===== config.mk =====
export PLATFORM = sky130hd
export DESIGN_NAME = bfly_node_arb
export DESIGN_NICKNAME = d
export VERILOG_FILES = /design/src/rtl/bfly_node_arb.sv
export SDC_FILE = /design/constraint.sdc
export NUM_CORES = 1
export LEC_CHECK = 0
export BUFFER_PORTS_ARGS = -buffer_cell sky130_fd_sc_hd__buf_2
export CAP_MARGIN = 0
export CORE_ASPECT_RATIO = 0.75
export CORE_MARGIN = 2
export CORE_UTILIZATION = 49
export DETAILED_ROUTE_END_ITERATION = 8
export PLACE_DENSITY = 0.84
export SLEW_MARGIN = 10
export SYNTH_ARGS = -nofsm -noshare
export SYNTH_HDL_FRONTEND = slang
export SYNTH_SLANG_ARGS = --single-unit

===== constraint.sdc =====
create_clock -name clk -period 5.3 [get_ports clk]
set_input_delay 0.265 -clock clk [delete_from_list [all_inputs] [get_ports clk]]
set_output_delay 0.265 -clock clk [all_outputs]
set_load 0.02 [all_outputs]

===== src/rtl/bfly_node_arb.sv =====
// bfly_node_arb: registered 2x2 butterfly node with round-robin arbitration per output; optional BFLY_ARB_CNT_EN adds conflict counters.
// Latency: 1 cycle from accept edge to o_data/o_valid; full throughput per output.
// Backpressure: i_ready is combinational; the loser and any input blocked by a held slot stall, with no loss.
module bfly_node_arb #(
   parameter int DW      = 35,
   parameter int DIR_BIT = DW-1
) (
   input  logic          clk,
   input  logic          rst,
   input  logic [DW-1:0] i_data0,
   input  logic [DW-1:0] i_data1,
   input  logic          i_valid0,
   input  logic          i_valid1,
   output logic          i_ready0,
   output logic          i_ready1,
   output logic [DW-1:0] o_data0,
   output logic [DW-1:0] o_data1,
   output logic          o_valid0,
   output logic          o_valid1,
   input  logic          o_ready0,
   input  logic          o_ready1
`ifdef BFLY_ARB_CNT_EN
   ,
   output logic [15:0]   conflict_cnt0,
   output logic [15:0]   conflict_cnt1
`endif
);

   // Bit vectors below are indexed by output port.
   logic [1:0]    req_in0, req_in1;
   logic [1:0]    slot_free, contend;
   logic [1:0]    gnt_in0, gnt_in1;
   logic [1:0]    prio_q;
   logic [1:0]    vld_q;
   logic [DW-1:0] dat_q [2];

   always_comb begin
      req_in0   = {i_valid0 &  i_data0[DIR_BIT], i_valid0 & ~i_data0[DIR_BIT]};
      req_in1   = {i_valid1 &  i_data1[DIR_BIT], i_valid1 & ~i_data1[DIR_BIT]};
      slot_free = ~vld_q | {o_ready1, o_ready0};
      contend   = req_in0 & req_in1 & slot_free;
      gnt_in0   = slot_free & req_in0 & (~req_in1 | ~prio_q);
      gnt_in1   = slot_free & req_in1 & (~req_in0 |  prio_q);
   end

   assign i_ready0 = ~rst & (|gnt_in0);
   assign i_ready1 = ~rst & (|gnt_in1);
   assign o_valid0 = vld_q[0];
   assign o_valid1 = vld_q[1];
   assign o_data0  = dat_q[0];
   assign o_data1  = dat_q[1];

   always_ff @(posedge clk) begin
      if (rst) begin
         vld_q  <= '0;
         prio_q <= '0;
         for (int k = 0; k < 2; k++) dat_q[k] <= '0;
      end else begin
         // Priority flips only when a real contest was resolved.
         prio_q <= prio_q ^ contend;
         for (int k = 0; k < 2; k++) begin
            if (gnt_in0[k]) begin
               vld_q[k] <= 1'b1;
               dat_q[k] <= i_data0;
            end else if (gnt_in1[k]) begin
               vld_q[k] <= 1'b1;
               dat_q[k] <= i_data1;
            end else if (slot_free[k]) begin
               vld_q[k] <= 1'b0;
            end
         end
      end
   end

`ifdef BFLY_ARB_CNT_EN
   logic [15:0] cnt_q [2];

   always_ff @(posedge clk) begin
      if (rst) begin
         for (int k = 0; k < 2; k++) cnt_q[k] <= '0;
      end else begin
         for (int k = 0; k < 2; k++)
            if (contend[k] && cnt_q[k] != 16'hFFFF) cnt_q[k] <= cnt_q[k] + 16'd1;
      end
   end

   assign conflict_cnt0 = cnt_q[0];
   assign conflict_cnt1 = cnt_q[1];
`endif

endmodule


; ---- After elaboration in Yosys (flattened, before gate mapping)
; Memory sizes are Yosys's and may differ from the RTL's.
; Cells that the tools add are included.
[word_totals]
reg_bits = 4
ramBits = 70
input_bits = 76
out_inout_bits = 74
wordCells = 61
memories = 1
[classes]
muxes = 26
bitwise = 27
reduce_logical = 4
[memory_table]
columns = memory, depth, word_bits, rd, rd_clocked_by_memory_dff, wr, line_no
row1 = dat_q, 2, 35, 2, 0, 2, 35  ; logic [DW-1:0] dat_q [2];
[op_table]
columns = op, n
row1 = $mux 35, 4
row2 = $mux 1, 22
row3 = $and 2x2->2, 6
row4 = $not 2->2, 4
row5 = $and 1x1->1, 6
row6 = $or 2x2->2, 3
row7 = $reduce_bool 3->1, 2
row8 = $or 1x1->1, 4
row9 = $reduce_or 2->1, 2
row10 = $not 1->1, 3
row11 = $xor 2x2->2, 1

; ---- Longest topological paths before layout
[depth]
depth_word = 10
depth_mapped = 6
ltp_nobuf = 4

; ---- Worst setup path after synthesis
; OpenSTA, ideal clock, no wires.
[synth_path]
path_type = register -> register
from = reg vld_q[0]
to = mem dat_q[0][0], enable pin
t_arrival_ns = 1.314
t_required_ns = 4.802
setup_slack_ns = 3.488
stages_incl_launch_ff = 4
synth_period_minus_slack_ns = 1.812
path_cell_list = dfxtp_1 -> nand2b_1 -> o21ai_2 -> nand2_1
[synth_rtl]
columns = item, line_no
row1 = "start, declared", 34  ; logic [1:0] vld_q;
row2 = "start signal, assigned", 55  ; vld_q <= '0;
row3 = "start signal, assigned by index", 63  ; vld_q[k] <= 1'b1;
row4 = "start signal, assigned by index", 66  ; vld_q[k] <= 1'b1;
row5 = "end, declared", 35

; ---- Worst setup path after layout
[layout_path]
from = reg vld_q[0]
to = out i_ready1
[layout_between]
elab_chain_len = 6
[layout_rtl]
columns = item, line_no
row1 = $not 2->2, 40  ; slot_free = ~vld_q | {o_ready1, o_ready0};
row2 = $or 2x2->2, 40
row3 = $and 2x2->2 (2 in series), 43  ; gnt_in1 = slot_free & req_in1 & (~req_in0 | prio_q);
row4 = $reduce_or 2->1, 47  ; assign i_ready1 = ~rst & (|gnt_in1);
row5 = $and 1x1->1, 47
row6 = "end, declared", 15  ; output logic i_ready1,
; No other way between the ends.

==> run_results.csv <==
group,metric,value,unit
outcome,status,"completed",
routing,routed_wl,8848,µm
synth,synth-main-ff-cell,"edfxtp_1",
critical_path,cp_data_arrival_time,2.06,ns
layout,nets,488,
critical_path,crit_fanout,70,
critical_path,worstSetupPathType,"flop to output pin",
layout,layout_common_cells,"buf_2, nor2_1, edfxtp_1",
placed_design,gp_congestion,0.8374,
synth,ys_ff_latch,74,
die,ioPinCount,150,
sta,maxSlewHeadroom,33.92,%
grt,antenna_found_initial,0,
sta,hold_violations,0,
clock_tree,cts_sinks,74,
clock_tree,ctsHoldBuffers,0,
layout,mostFrequentLayoutCell,"buf_2",
clock_tree,ctsRootBufferMaster,"clkbuf_8",
critical_path,critical_path.startpoint,"vld_q[0]$_SDFFE_PP0P_",
placed_design,portBuffers,149,
grt,grt_pass1_vias,2721,
synth,avgSynthCellArea,13.03,µm²
routing,drtAntennaViolNets,0,
grt,grt_usage,22.35,%
layout,syn_to_final_growth,27.71,%
clock_tree,clock_latency,0.34,ns
synth,synthArstFlopShare,0,%
layout,instances_no_fill,515,
placed_design,placed_cells,499,
clock_tree,cts.clk_slew.worst_paths,0.08,ns
sta,rsz0062_at_grt,"no",
clock_tree,clock_path_buffers,2,
synth,ys_types,34,
sta,setup_viol,0,
routing,drt-pass1-iter-count,4,
clock_tree,htree_levels,3,
power,pwr_density_cell,343.2,nW/µm²
synth,yosys_warnings,0,
critical_path,end_kind,"output pin",
routing,viasPerCell,5.466,
layout,final_util,65.64,%
power,irDropWorstVdd,0.1836,mV
min_path,hold_start,"i_data1[8]",
synth,synth_enable_flop_cells,70,
power,power_leakage,1.969,nW
clock_tree,cts_tree,"built",
sta,whs,0.2213,ns
sta,fmax,431.0,MHz
synth,synth_cells,272,
routing,num_vias,2815,
layout,antenna-diode-count,0,
synth,synth_fp_nets,348,
die,row_count,26,
grt,grt_max_degree,71,
sta,maxSlewViolCount,0,
routing,wire_per_inst,17.18,µm
sta,period_needed,2.320,ns
sta,final.setup.tns,0,ns
layout,final_area,4527,µm²
layout,fill_cells,558,
critical_path,worstPathRequired,5.04,ns
sta,tightest_slew,0.9912,ns
die,initial_core_util,51.40,%
min_path,hold_path_class,"primary input to flop",
die,core,6897,µm²
die,die-area,7938,µm²
clock_tree,cts_buffers,9,
run,drv_cap,0,
placed_design,hpwl,5902,µm
synth,ys_seq_area_share,61.56,%
critical_path,start_kind,"flop",
clock_tree,post_cts_buffers,0,
sta,period_share,43.78,%
clock_tree,cts_resized,0,
placed_design,placed_area,4285,µm²
grt,grt-ovfl-total,0,
sta,finalClockSkew,0.003891,ns
die,fp.dieW,102.2,µm
routing,drcViolationCount,0,
layout,layout-drive-gt1-share,48.92,%
synth,netlist_area,3545,µm²
die,die_h,77.66,µm
critical_path,timing.rr.start,"vld_q[1]$_SDFFE_PP0P_",
routing,drtIter0Drc,155,
grt,grt_pass1_wl,13370,µm
final timing paths:
kind / to / slack (ns) / cells after the start
worst min-delay path: dat_q[1][8]$_DFFE_PP_ / 0.22 / 2
worst max register to register: dat_q[0][0]$_SDFFCE_PP0P_ / 3.29 / 4
worst min register to register: prio_q[1]$_SDFF_PP0_ / 0.59 / 2
worst max-delay path: i_ready1 / 2.98 / 5
per-layer routing:
metal,part of all wire (%),wire length (µm),global-route usage (%)
met1,41,3600,27.77
met2,50,4396,37.37
met3,8.4,747,7.748
met4,1.2,104,5.733
met5,0,0,0
power by group:
group | leakage, nW | internal (W) | switching (W) | total (W)
clock | 0.113 | 0.000312 | 0.000214 | 0.000526
combinational | 1.07 | 0.000101 | 0.000198 | 0.000299
sequential | 0.788 | 0.000711 | 0.0000185 | 0.000729
cell type report:
cell class	count	area (µm²)	share of cell area [%]
multi-input cells	172	1201	26.53
inverters	3	11.26	0.2488
repair buffers	152	768.2	16.97
well taps	98	122.6	2.709
flip-flops and latches	74	2182	48.20
clock inverters	7	117.6	2.598
clock buffers	9	123.9	2.736
Yosys cell counts (2+ instances only):
cell type  instances  share of area (%)
o21ai_0            2               0.28
dfxtp_1            4                2.3
nand2_1            6               0.64
inv_1              3               0.32
a31oi_1            2               0.35
a211oi_2          28                9.9
nand2b_1           2               0.35
edfxtp_1          70                 59
buf_6              7                2.2
a21o_1             2               0.42
a211oi_1           7                1.5
a22o_1            34                8.4
nor2_1            71                7.5
buf_2             12                1.7
nor3_1             2               0.28
clkbuf_1           2               0.21
worst max-delay path: stages (launching register included):
cell and delay, ns:
dfxtp_1 0.31, nand2b_1 0.16, o311a_2 0.20, buf_4 0.63, a21o_1 0.23, buf_2 0.16
cells by family after synthesis:
kind of cell	after synthesis	share of synthesized area, %
xor+xnor	2	0.4943
compound gates	82	22.52
simple gates	88	10.66
flops	74	61.56
buf+inv	26	4.765
registers in the layout, summed over array words and instances, names as in the netlist:
signal,cells
vld_q,2
dat_q,70
prio_q,2
per-stage QoR:
step / worst slack [ns] / power [W]
after floorplan: 3.488 / 0.0009322
after global placement: 3.100 / 0.001032
after detailed placement: 2.983 / 0.001042
after CTS: 2.958 / 0.001568
after global routing: 2.830 / 0.001619
final: 2.980 / 0.001554
(Power assumes the default switching activity.)
